===== src/rtl/demux_rr_lanes_if.sv =====
// demux_rr_lanes_if: input beat stream and per-lane output handshakes of the round-robin demux
// in_data/in_valid/in_ready : single input stream, in_ready is the current target lane's readiness
// out_data/out_valid/out_ready : LANES lane outputs, lane i at out_data[i*DATA_W +: DATA_W]
interface demux_rr_lanes_if #(
  parameter int DATA_W = 8,
  parameter int LANES  = 2
);
  logic [DATA_W-1:0]       in_data;
  logic                    in_valid;
  logic                    in_ready;
  logic [LANES*DATA_W-1:0] out_data;
  logic [LANES-1:0]        out_valid;
  logic [LANES-1:0]        out_ready;
  modport master (output in_data, in_valid, out_ready, input in_ready, out_data, out_valid);
  modport slave (input in_data, in_valid, out_ready, output in_ready, out_data, out_valid);
endinterface


===== src/rtl/demux_rr_lanes.sv =====
// demux_rr_lanes: round-robin spread of one valid-qualified stream over LANES registered output lanes
// clk, reset (async, active-high) ; bus: input stream + lane handshakes (demux_rr_lanes_if.slave)
// resync: realign selector to lane 0 ; lane_sel: current target lane
// drop_cnt: saturating count of beats lost in free-running mode ; overflow: sticky drop flag
module demux_rr_lanes #(
  parameter int DATA_W       = 8,
  parameter int LANES        = 2,
  parameter int SEL_W        = $clog2(LANES),
  parameter int ADV_ON_VALID = 1,
  parameter int CNT_W        = 8
) (
  input  logic              clk,
  input  logic              reset,
  demux_rr_lanes_if.slave   bus,
  input  logic              resync,
  output logic [SEL_W-1:0]  lane_sel,
  output logic [CNT_W-1:0]  drop_cnt,
  output logic              overflow
);
  logic [LANES*DATA_W-1:0] data_q;
  logic [LANES-1:0]        valid_q;
  logic                    accept, drop, adv;
  logic [SEL_W-1:0]        sel_next;
  assign bus.out_data  = data_q;
  assign bus.out_valid = valid_q;
  assign bus.in_ready  = !valid_q[lane_sel] | bus.out_ready[lane_sel];
  assign accept   = bus.in_valid & bus.in_ready;
  // beats can only be lost when the selector free-runs past a full lane
  assign drop     = bus.in_valid & !bus.in_ready & (ADV_ON_VALID == 0);
  assign adv      = (ADV_ON_VALID == 0) | accept;
  // explicit wrap keeps non-power-of-two lane counts in range
  assign sel_next = (lane_sel == SEL_W'(LANES - 1)) ? '0 : lane_sel + 1'b1;
  always_ff @(posedge clk or posedge reset)
    if (reset) begin
      data_q  <= '0;
      valid_q <= '0;
    end else begin
      for (int i = 0; i < LANES; i++)
        if (accept && lane_sel == SEL_W'(i)) begin
          data_q[i*DATA_W +: DATA_W] <= bus.in_data;
          valid_q[i]                 <= 1'b1;
        end else if (valid_q[i] && bus.out_ready[i]) begin
          data_q[i*DATA_W +: DATA_W] <= '0;
          valid_q[i]                 <= 1'b0;
        end
    end
  always_ff @(posedge clk or posedge reset)
    if (reset) begin
      lane_sel <= '0;
      drop_cnt <= '0;
      overflow <= 1'b0;
    end else begin
      lane_sel <= resync ? '0 : adv ? sel_next : lane_sel;
      if (drop) begin
        drop_cnt <= (&drop_cnt) ? drop_cnt : drop_cnt + 1'b1;
        overflow <= 1'b1;
      end
    end
endmodule


===== src/flat_wrapper.sv =====
// flat-port wrapper written by rule: the top's interface ports become plain ports
module demux_rr_lanes_flat 
#(
  parameter int DATA_W       = 8,
  parameter int LANES        = 2,
  parameter int SEL_W        = $clog2(LANES),
  parameter int ADV_ON_VALID = 1,
  parameter int CNT_W        = 8
)
  (clk, reset, resync, lane_sel, drop_cnt, overflow, bus_in_data, bus_in_valid, bus_out_ready, bus_in_ready, bus_out_data, bus_out_valid);
  demux_rr_lanes_if #(.DATA_W(DATA_W), .LANES(LANES)) bus_i ();
  input  logic clk;
  input  logic reset;
  input  logic resync;
  output logic [SEL_W-1:0] lane_sel;
  output logic [CNT_W-1:0] drop_cnt;
  output logic overflow;
  input wire logic [$bits(bus_i.in_data)-1:0] bus_in_data;
  input wire logic [$bits(bus_i.in_valid)-1:0] bus_in_valid;
  input wire logic [$bits(bus_i.out_ready)-1:0] bus_out_ready;
  output wire logic [$bits(bus_i.in_ready)-1:0] bus_in_ready;
  output wire logic [$bits(bus_i.out_data)-1:0] bus_out_data;
  output wire logic [$bits(bus_i.out_valid)-1:0] bus_out_valid;
  assign bus_i.in_data = bus_in_data;
  assign bus_i.in_valid = bus_in_valid;
  assign bus_i.out_ready = bus_out_ready;
  assign bus_in_ready = bus_i.in_ready;
  assign bus_out_data = bus_i.out_data;
  assign bus_out_valid = bus_i.out_valid;
  demux_rr_lanes #(.DATA_W(DATA_W), .LANES(LANES), .SEL_W(SEL_W), .ADV_ON_VALID(ADV_ON_VALID), .CNT_W(CNT_W)) u_core (.clk(clk), .reset(reset), .bus(bus_i), .resync(resync), .lane_sel(lane_sel), .drop_cnt(drop_cnt), .overflow(overflow));
endmodule

===== config.mk =====
export PLATFORM = sky130hd
export DESIGN_NAME = demux_rr_lanes_flat
export DESIGN_NICKNAME = d
export VERILOG_FILES = /design/src/rtl/demux_rr_lanes_if.sv /design/src/rtl/demux_rr_lanes.sv /design/src/flat_wrapper.sv
export SDC_FILE = /design/constraint.sdc
export NUM_CORES = 1
export LEC_CHECK = 0
export BUFFER_PORTS_ARGS = -buffer_cell sky130_fd_sc_hd__buf_4
export CAP_MARGIN = 20
export CORE_MARGIN = 2
export CORE_UTILIZATION = 42
export DETAILED_ROUTE_END_ITERATION = 8
export PLACE_DENSITY = 0.76
export SKIP_CTS_REPAIR_TIMING = 1
export SYNTH_ARGS = -nofsm -noshare
export SYNTH_HDL_FRONTEND = slang
export SYNTH_SLANG_ARGS = --single-unit
export TNS_END_PERCENT = 1

===== constraint.sdc =====
create_clock -name clk -period 1.4 [get_ports clk]
set_input_delay 0.21 -clock clk [delete_from_list [all_inputs] [get_ports clk]]
set_output_delay 0.21 -clock clk [all_outputs]
set_load 0.05 [all_outputs]

==> flow_metrics.env <==
export IMPL_final_nets=121
export IMPL_core_area_sq_um=1750
export IMPL_switchingPower_mw=0.695
export IMPL_antennaDiodeCount=0
export IMPL_setup_ws_ns=0.0250
export IMPL_skew_ns=0.00536
export IMPL_ys_seq_area_share_pct=59.7
export IMPL_drv_cap=0
export IMPL_worstPathMaxFanout=4
export IMPL_worstHoldStart="resync"
export IMPL_required_ns=1.19
export IMPL_synth_seq_cells=19
export IMPL_place_inst=121
export IMPL_fmax_mhz=727
export IMPL_swShare_pct=42.1
export IMPL_viasPerCell=4.86
export IMPL_synthesis_area_sq_um=796
export IMPL_synthToLayoutAreaGrowth_pct=44.5
export IMPL_syn_inst=65
export IMPL_use_met1_pct=21.2
export IMPL_worstPathArrival_ns=1.17
export IMPL_worstSetupPathType="reg -> out"
export IMPL_die_y_um=47.5
export IMPL_setup_worst_path_start_class="register"
export IMPL_fin_hold_ws_ns=0.0412
export IMPL_drv_slew=0
export IMPL_cts_sinks=19
export IMPL_root_buffer="clkbuf_4"
export IMPL_antenna_left=0
export IMPL_rr_startpoint="u_core.bus.out_valid[1]"
export IMPL_status="finished clean"
export IMPL_grt_usage_pct=16.9
export IMPL_die_w_um=47.5
export IMPL_pwr_share_seq_pct=41.3
export IMPL_wl_mm=1.76
export IMPL_reg2reg_depth=3
export IMPL_clkTransAtPathRegs_ns=0.11
export IMPL_combPwrFrac_pct=42.0
export IMPL_rsz0062_at_grt="yes"
export IMPL_gr_usage_met3_pct=3.02
export IMPL_grt_max_degree=20
export IMPL_fin_util_pct=65.9
export IMPL_p_leak_nw=0.606
export IMPL_synth_warnings=0
export IMPL_top_usage_layer="met2"
export IMPL_stdcell_count=131
export IMPL_setup_tns_ns=0
export IMPL_worstHoldPathCells=2
export IMPL_overflow=0
export IMPL_ys_types=16
export IMPL_io_pins=43
export IMPL_drt_iter0_markers=7
export IMPL_wl_per_cell_um=13.5
export IMPL_min_to="u_core.lane_sel"
export IMPL_numCtsBuffers=3
export IMPL_io_buffers=33
export IMPL_met2_usage_pct=25.4
export IMPL_setup_viol=0
export IMPL_die_area_sq_um=2260
export IMPL_r2r_end="u_core.bus.out_data[15]"
export IMPL_ir_drop_v=0.000829
export IMPL_hold_violations=0
export IMPL_clock_latency_ns=0.29
export IMPL_htreeDepth=1
export IMPL_antenna_found_initial=0
export IMPL_synth_avg_cell_area_sq_um=12.2
export IMPL_start_util_pct=45.6
export IMPL_hold_class="in -> reg"
export IMPL_grt_pass1_vias=560
export IMPL_via_count=637
export IMPL_place_hpwl_mm=1.23
export IMPL_fp_row_count=15
export IMPL_layout_drive_gt1_share_pct=50.0
export IMPL_r2r_slack_ns=0.15
export IMPL_cts_buffer_depth=2
export IMPL_drt_first_pass_iters=6
export IMPL_pwr_share_clk_pct=16.7
export IMPL_fin_crit_sh_pct=98.2
export IMPL_preCtsSetupSlack_ns=0.0899
export IMPL_p_int_mw=0.956
export IMPL_gp_congestion=0.838
export IMPL_crit_path_end_kind="output port"
export IMPL_drc_errors=0
export IMPL_cts_tree="done"
export IMPL_finalCriticalPeriod_ns=1.38
export IMPL_powerDensity_nw_per_um2=1440
export IMPL_grt_pass1_wl_mm=2.49
[synth_stat cells]
cell      count  area [sq um]
dfrtp_1      19           475
a22o_1       16           140
buf_4        10          75.1
a21oi_1       3          15.0
inv_1         2          7.51
nand2_1       2          7.51
nand2b_1      2          12.5
nor2b_1       2          12.5
o21ai_0       2          10.0
and2_1        1          6.26
buf_2         1          5.00
conb_1        1          3.75
nor2_1        1          3.75
nor2_2        1          6.26
o21ai_2       1          8.76
or2_1         1          6.26
[logic make-up after synthesis]
group           synth area share [%]
buf+inv                         11.0
simple gates                    6.92
other cells                    0.471
compound gates                  21.9
flops                           59.7
[cells in the final DEF (no fill, tap or decap)]
cell type and n:
nor2b_1 1, clkbuf_4 3, and2_2 1, o21ai_2 1, dlygate4sd3_1 1, buf_4 38
nand2b_1 1, a21oi_1 2, o21ai_0 2, dfrtp_1 16, dfrtp_2 3, or2_1 1
nor2_2 1, inv_1 2, a21oi_4 1, a22o_1 16, buf_6 1, nor2_4 1
nand2_1 2, clkinv_2 1, conb_1 9, nand2b_4 1, nor2b_4 1
[metrics by stage]
stage | power [mW] | cell area (sq um)
detailed placement | 1.35 | 1050
global route | 1.72 | 1150
finish | 1.65 | 1150
global placement | 1.34 | 1050
CTS | 1.63 | 1070
floorplan | 1.17 | 840
[power groups by stage]
stage	clock network, mW	logic, mW	registers, mW
floorplan	0	0.206	0.964
global placement	0	0.654	0.689
detailed placement	0	0.662	0.689
CTS	0.282	0.665	0.679
global route	0.300	0.728	0.691
finish	0.276	0.693	0.681
[flip-flops by register name (all words and copies together) (netlist names)]
| signal | flops |
|---|---|
| u_core.bus.out_valid | 2 |
| u_core.bus.out_data | 16 |
| u_core.lane_sel | 1 |
[critical path, stage by stage, from the launching register on]
cell	delay (ns)
dfrtp_2	0.44
nand2b_4	0.10
nor2_4	0.04
a21oi_4	0.11
buf_6	0.17
[metal layers]
metal	share of wire, %	wire [um]
met1	43	752
met2	46	809
met3	8.8	155
met4	2.6	46
met5	0	0
[final cells by class]
cell class                 instances  area, sq um
timing repair buffer              40          307
inverter                           2         7.51
fill                             143          596
sequential                        19          479
clock buffer                       3         22.5
clock inverter                     1         5.00
multi-input combinational         41          298
tap                               25         31.3
[worst max-delay path by stage]
stage | to | slack [ns] | from | cells past startpoint
after floorplan | u_core.bus.out_data[0] | -0.10 | u_core.bus.out_valid[0] | 4
after global placement | u_core.bus.out_data[1] | 0.11 | u_core.lane_sel | 3
after detailed placement | u_core.bus.out_data[7] | 0.09 | u_core.lane_sel | 3
after CTS | bus_in_ready | -0.16 | u_core.bus.out_valid[1] | 3
after global routing | bus_in_ready | -0.02 | u_core.bus.out_valid[0] | 4
final | bus_in_ready | 0.02 | u_core.bus.out_valid[0] | 4
No activity file was read; power rests on OpenSTA's default activity.
